[src/rtl/ram_arbiter.sv]
// Round-robin arbiter for two clients sharing one simple dual-port RAM.
// After reset it zero-fills the RAM, then grants one access per cycle and routes read data to its owner.
module ram_arbiter #(
   parameter  int DWIDTH = 16,
   parameter  int DEPTH  = 256,
   localparam int AWIDTH = $clog2(DEPTH)
) (
   input  logic              aclk,
   input  logic              areset,
   input  logic              a_req_valid,
   input  logic              a_req_we,
   input  logic [AWIDTH-1:0] a_req_addr,
   input  logic [DWIDTH-1:0] a_req_data,
   output logic              a_req_ready,
   output logic              a_rsp_valid,
   output logic [DWIDTH-1:0] a_rsp_data,
   input  logic              b_req_valid,
   input  logic              b_req_we,
   input  logic [AWIDTH-1:0] b_req_addr,
   input  logic [DWIDTH-1:0] b_req_data,
   output logic              b_req_ready,
   output logic              b_rsp_valid,
   output logic [DWIDTH-1:0] b_rsp_data,
   output logic              ram_we,
   output logic [AWIDTH-1:0] ram_wr_addr,
   output logic [AWIDTH-1:0] ram_rd_addr,
   output logic [DWIDTH-1:0] ram_din,
   input  logic [DWIDTH-1:0] ram_dout,
   output logic              init_done
);

   typedef enum logic {S_INIT, S_RUN} state_t;

   state_t            state;
   logic [AWIDTH-1:0] cnt;
   logic              ptr_b;     // 0: A has priority on contention, 1: B
   logic              pend_a;
   logic              pend_b;
   logic              run;
   logic              a_gnt;
   logic              b_gnt;

   assign run   = (state == S_RUN) && !areset;
   assign a_gnt = run && a_req_valid && (!b_req_valid || !ptr_b);
   assign b_gnt = run && b_req_valid && (!a_req_valid ||  ptr_b);

   assign a_req_ready = a_gnt;
   assign b_req_ready = b_gnt;

   always_ff @(posedge aclk or posedge areset) begin
      if (areset) begin
         state     <= S_INIT;
         cnt       <= '0;
         ptr_b     <= 1'b0;
         pend_a    <= 1'b0;
         pend_b    <= 1'b0;
         init_done <= 1'b0;
      end else begin
         case (state)
            S_INIT: begin
               pend_a <= 1'b0;
               pend_b <= 1'b0;
               // counter parks at the last address so it never wraps into RUN
               if (cnt == AWIDTH'(DEPTH - 1)) begin
                  state     <= S_RUN;
                  init_done <= 1'b1;
               end else begin
                  cnt <= cnt + 1'b1;
               end
            end
            default: begin
               if (a_gnt)      ptr_b <= 1'b1;
               else if (b_gnt) ptr_b <= 1'b0;
               pend_a <= a_gnt && !a_req_we;
               pend_b <= b_gnt && !b_req_we;
            end
         endcase
      end
   end

   always_comb begin
      ram_we      = 1'b0;
      ram_wr_addr = '0;
      ram_rd_addr = '0;
      ram_din     = '0;
      if (!areset) begin
         if (state == S_INIT) begin
            ram_we      = 1'b1;
            ram_wr_addr = cnt;
         end else if (a_gnt) begin
            ram_we = a_req_we;
            if (a_req_we) begin
               ram_wr_addr = a_req_addr;
               ram_din     = a_req_data;
            end else begin
               ram_rd_addr = a_req_addr;
            end
         end else if (b_gnt) begin
            ram_we = b_req_we;
            if (b_req_we) begin
               ram_wr_addr = b_req_addr;
               ram_din     = b_req_data;
            end else begin
               ram_rd_addr = b_req_addr;
            end
         end
      end
   end

   // read data is steered only to the client that issued the read
   assign a_rsp_valid = pend_a;
   assign b_rsp_valid = pend_b;
   assign a_rsp_data  = pend_a ? ram_dout : '0;
   assign b_rsp_data  = pend_b ? ram_dout : '0;

endmodule

[config.mk]
export PLATFORM = sky130hd
export DESIGN_NAME = ram_arbiter
export DESIGN_NICKNAME = d
export VERILOG_FILES = /design/src/rtl/ram_arbiter.sv
export SDC_FILE = /design/constraint.sdc
export NUM_CORES = 1
export LEC_CHECK = 0
export BUFFER_PORTS_ARGS = -buffer_cell sky130_fd_sc_hd__buf_2
export CORE_ASPECT_RATIO = 1.4
export CORE_MARGIN = 8
export CORE_UTILIZATION = 39
export CTS_BUF_LIST = sky130_fd_sc_hd__clkbuf_2 sky130_fd_sc_hd__clkbuf_4 sky130_fd_sc_hd__clkbuf_8
export CTS_CLUSTER_SIZE = 25
export DETAILED_ROUTE_END_ITERATION = 10
export PLACE_DENSITY = 0.88
export SETUP_SLACK_MARGIN = 0.1
export SLEW_MARGIN = 10
export SYNTH_ARGS = -nofsm -noshare
export SYNTH_HDL_FRONTEND = slang
export SYNTH_SLANG_ARGS = --single-unit
[constraint.sdc]
create_clock -name aclk -period 3.48 [get_ports aclk]
set_clock_uncertainty 0.05 [all_clocks]
set_input_delay 0.174 -clock aclk [delete_from_list [all_inputs] [get_ports aclk]]
set_output_delay 0.174 -clock aclk [all_outputs]
set_load 0.02 [all_outputs]
== Word-level counts from Yosys, hierarchy flattened ==
Cells that the tools add are included.
Widths: inputs -> output; s select.

* Input port bits: 70
* Output and inout bits: 70
* Bits in registers: 13
* Logic and storage cells: 59

* Equality and inequality tests: 1
* Bitwise logic cells: 2
* $add $sub $neg: 1
* Reduce and logical (&&, ||, !) cells: 19
* Multiplexer cells: 30

{| class="wikitable"
|+ Operators with widths
! kind !! number
|-
| $mux 16 || 8
|-
| $mux 8 || 12
|-
| $mux 1 || 10
|-
| $add 8x1->8 const B || 1
|-
| $eq 8x8->1 const B || 1
|-
| $logic_and 1x1->1 || 7
|-
| $logic_not 1->1 || 6
|-
| $reduce_and 2->1 || 3
|-
| $logic_or 1x1->1 || 2
|-
| $not 1->1 || 2
|-
| $reduce_bool 2->1 || 1
|}

== Depth between registers and ports, before layout ==
* Depth after elaboration: 8
* Mapped depth: 6

== Least setup slack after synthesis ==
OpenSTA, ideal clock, no wires.

* Path kind: reg-to-reg
* From: register cnt[0]
* To: register cnt[1]
* Arrival: 1.525 ns
* Cell stages (with the launch flop): 5
* Buffers on the path: 0
* Setup slack: 1.780 ns
* Cell sequence: dfrtp_1 ha_1 and4_1 a41oi_1 mux2_2

* Word-level cells in the longest chain between the ends: 3
* Elaborated cells on any way between the ends: 4
* Classes of those cells: add/sub (1); eq/ne (1); bitwise (1); reduce/logical (1)

{| class="wikitable"
|+ RTL lines
! item !! RTL line !! text
|-
| start, declared || 35 || <nowiki>logic [AWIDTH-1:0] cnt;</nowiki>
|-
| start signal, assigned || 68 || <nowiki>cnt <= cnt + 1'b1;</nowiki>
|-
| parallel branches: the longest is 3 deep, another holds $add 8x1->8 || -- ||
|}

Parallel ways; which one is timed is not known.
A chain may end at the register's enable or synchronous reset.

== Final worst setup path ==
* From: register state
* To: output ram_din[7]

* Word-level cells in the longest chain between the ends: 7
* Elaborated cells on any way between the ends: 9
* Classes of those cells: mux (4); reduce/logical (5)

{| class="wikitable"
|+ RTL lines
! item !! RTL line !! text
|-
| start, declared || 34 || <nowiki>state_t state;</nowiki>
|-
| start signal, assigned || 52 || <nowiki>state <= S_INIT;</nowiki>
|-
| start signal, assigned || 65 || <nowiki>state <= S_RUN;</nowiki>
|-
| $logic_and 1x1->1 || 43 || <nowiki>assign run = (state == S_RUN) && !areset;</nowiki>
|-
| $logic_and 1x1->1 (2 in series) || 45 || <nowiki>assign b_gnt = run && b_req_valid && (!a_req_valid || ptr_b);</nowiki>
|-
| $mux 16 || 98 || <nowiki>end else if (b_gnt) begin</nowiki>
|-
| $mux 16 || 90 || <nowiki>end else if (a_gnt) begin</nowiki>
|-
| $mux 16 * || 87 || <nowiki>if (state == S_INIT) begin</nowiki>
|-
| $mux 16 * || 86 || <nowiki>if (!areset) begin</nowiki>
|-
| end, declared || 27 || <nowiki>output logic [DWIDTH-1:0] ram_din,</nowiki>
|}

Every way passes the cells marked *; elsewhere a longest branch is shown, timed or not.

==> results_dict.tcl <==
set metrics [dict create \
    grt_pass1_wl_um 9120 \
    max_freq_ghz 0.388 \
    synth_cell_types 32 \
    seqCellArea_um2 325 \
    synth_top_area_share_pct 24.1 \
    synth_area_leaders "dfrtp_1 24%, and2_1 16%, a22o_1 14%" \
    hold_violations 0 \
    yosysTopAreaCell "dfrtp_1" \
    timing.rr.end "cnt[1]$_DFFE_PP0P_" \
    core_area_mm2 0.00335 \
    max_cap_viol_count 0 \
    multi_input_area_um2 905 \
    n_antenna_cell 0 \
    layout_common_cells "139 x buf_2, 34 x and2_1, 22 x a22o_1" \
    slew_viol_final 0 \
    ir_worst_vdd_mv 0.157 \
    cts_resized 0 \
    slew_headroom_pct 53.6 \
    worstMarginPinSlew_ns 0.694 \
    overflow 0 \
    endpoint_kind "primary output" \
    status "completed" \
    setup_slack_ns 0.903 \
    clk_path_buf_depth 2 \
    required_ns 3.26 \
    gp_congestion 0.844 \
    grt_max_degree 23 \
    r2r_start "cnt[0]$_DFFE_PP0P_" \
    power.leakage_uw 0.00118 \
    final_common_cell "buf_2" \
    ys.warnings.count 0 \
    synth.net_count 237 \
    post-place-ws_ns 1.22 \
    grt_pass1_vias 1875 \
    via_per_inst 5.49 \
    antenna_found_initial 0 \
    htreeDepth 1 \
    post_cts_buffers 0 \
    drive_gt1_share_pct 50.9 \
    place_hpwl_um 4990 \
    cp_max_fo 22 \
    clk_latency_ns 0.24 \
    critPathLaunchType "flop" \
    areaGrowthSynthToFinish_pct 51.5 \
    critPathKind "reg -> out" \
    final_nets 363 \
    drc 0 \
    boundaryPins 140 \
    clk_pin_slew_ns 0.06 \
    fin_crit_ns 2.58 \
    grt_use_total_pct 20.0 \
    final_antenna_net_count 0 \
    avgSynthCellArea_um2 8.13 \
    firstDrtPassIters 4 \
    fill_cells 306 \
    clock-sinks 13 \
    setup_violations 0 \
    synthCells 166 \
    rsz0062_at_grt "no" \
    p_per_area_mw_per_mm2 177 \
    hp-class "in -> async" \
    drtIter0Drc 122 \
    cts_root_buffer "clkbuf_8" \
    setup_tns_ns 0 \
    synth_seq_cells 13 \
    die_y_um 85.6 \
    portBuffers 139 \
    syn_area_mm2 0.00135 \
    die_w_um 65.7 \
    drt_wl_total_um 5940 \
    rows 25 \
    ys_seq_area_share_pct 24.1 \
    r2r_slack_ns 1.60 \
    cts_made_buffers 3 \
    via_count 1818 \
    cts_tree "done" \
    wl_per_cell_um 17.9 \
    start_util_pct 40.3 \
    dieArea_mm2 0.00562 \
    r2r_cells 4 \
    cp.arrival_ns 2.35 \
    period_share_pct 74.1 \
    postCtsHoldBufs 0 \
]
-- routing by layer --
layer	GRT usage (%)	part of all wire [%]
met1	19.3	36
met2	39.7	58
met3	2.35	3.8
met4	8.37	2.3
met5	0	0
-- area by class of cell --
cell class | count | area share, %
Multi-Input combinational cell | 130 | 44.3
Timing Repair Buffer | 139 | 34.0
Sequential cell | 13 | 15.9
Tap cell | 40 | 2.45
Clock buffer | 4 | 2.39
Inverter | 5 | 0.919
-- registers in the layout (all words and copies together) (netlist names) --
signal       cells
a_rsp_valid      1
b_rsp_valid      1
cnt              8
init_done        1
ptr_b            1
state            1
-- synthesized netlist by cell type --
cell type and instances:
inv_1 5, o21bai_1 1, a32o_1 2, and4_1 3, nor3_1 1, nand4_1 10, buf_6 3, and2_1 34
a21oi_1 4, nor2_1 11, mux2_2 4, a21boi_1 1, a22o_1 22, clkbuf_1 6, o31a_1 1, dfrtp_1 13
and3b_1 2, nand2_1 3, buf_1 1, buf_2 8, and4b_1 1, nand4b_1 1, ha_1 1, a41oi_1 1
nor2b_1 2, a31o_2 1, mux2i_1 1, and3_1 2, a311oi_1 8, xor2_1 1, nand2b_1 3, nand3_1 9
-- per-stage QoR --
| step | area [µm²] | power (µW) | util [%] | hold slack (ns) | std cells |
|---|---|---|---|---|---|
| finish | 2040 | 361 | 61.0 | 0.0229 | 331 |
| global placement | 1990 | 215 | 59.6 | 0.267 | 327 |
| global route | 2040 | 375 | 61.0 | 0.0666 | 331 |
| CTS | 2040 | 360 | 61.0 | 0.0347 | 331 |
| floorplan | 1350 | 170 | - | 0.214 | 166 |
| detailed placement | 1990 | 217 | 59.6 | 0.292 | 327 |
-- where the power goes --
group | switching [µW] | total, µW | internal, µW
combinational | 31.3 | 63.7 | 32.4
sequential | 0 | 151 | 151
clock | 57.5 | 146 | 88.7
-- worst max path at each step --
stage                                  start                  to  cells past startpoint
after floorplan           cnt[0]$_DFFE_PP0P_  cnt[1]$_DFFE_PP0P_                      4
after global placement       state$_DFF_PP0_         ram_din[14]                      4
after detailed placement     state$_DFF_PP0_         ram_din[11]                      4
after CTS                    state$_DFF_PP0_         ram_din[11]                      4
after global routing         state$_DFF_PP0_         ram_din[11]                      4
final                        state$_DFF_PP0_          ram_din[7]                      4
-- worst max-delay path, cell delays in order, from the launching register on --
cell and delay, ns:
dfrtp_1 0.70, and3b_1 0.43, and2_1 0.55, a22o_1 0.25
buf_2 0.17
-- cell families (layout without fill, tap and decap cells) --
logic type      after synthesis  count (layout)  share of synthesized area (%)
mux                           5               5                           4.08
fa+ha+maj                     1               1                          0.927
xor+xnor                      1               1                          0.649
flops                        13              13                           24.1
buf+inv                      23             148                           8.81
simple gates                 82              82                           35.9
compound gates               41              41                           25.5
No activity file was read; power rests on OpenSTA's default activity.
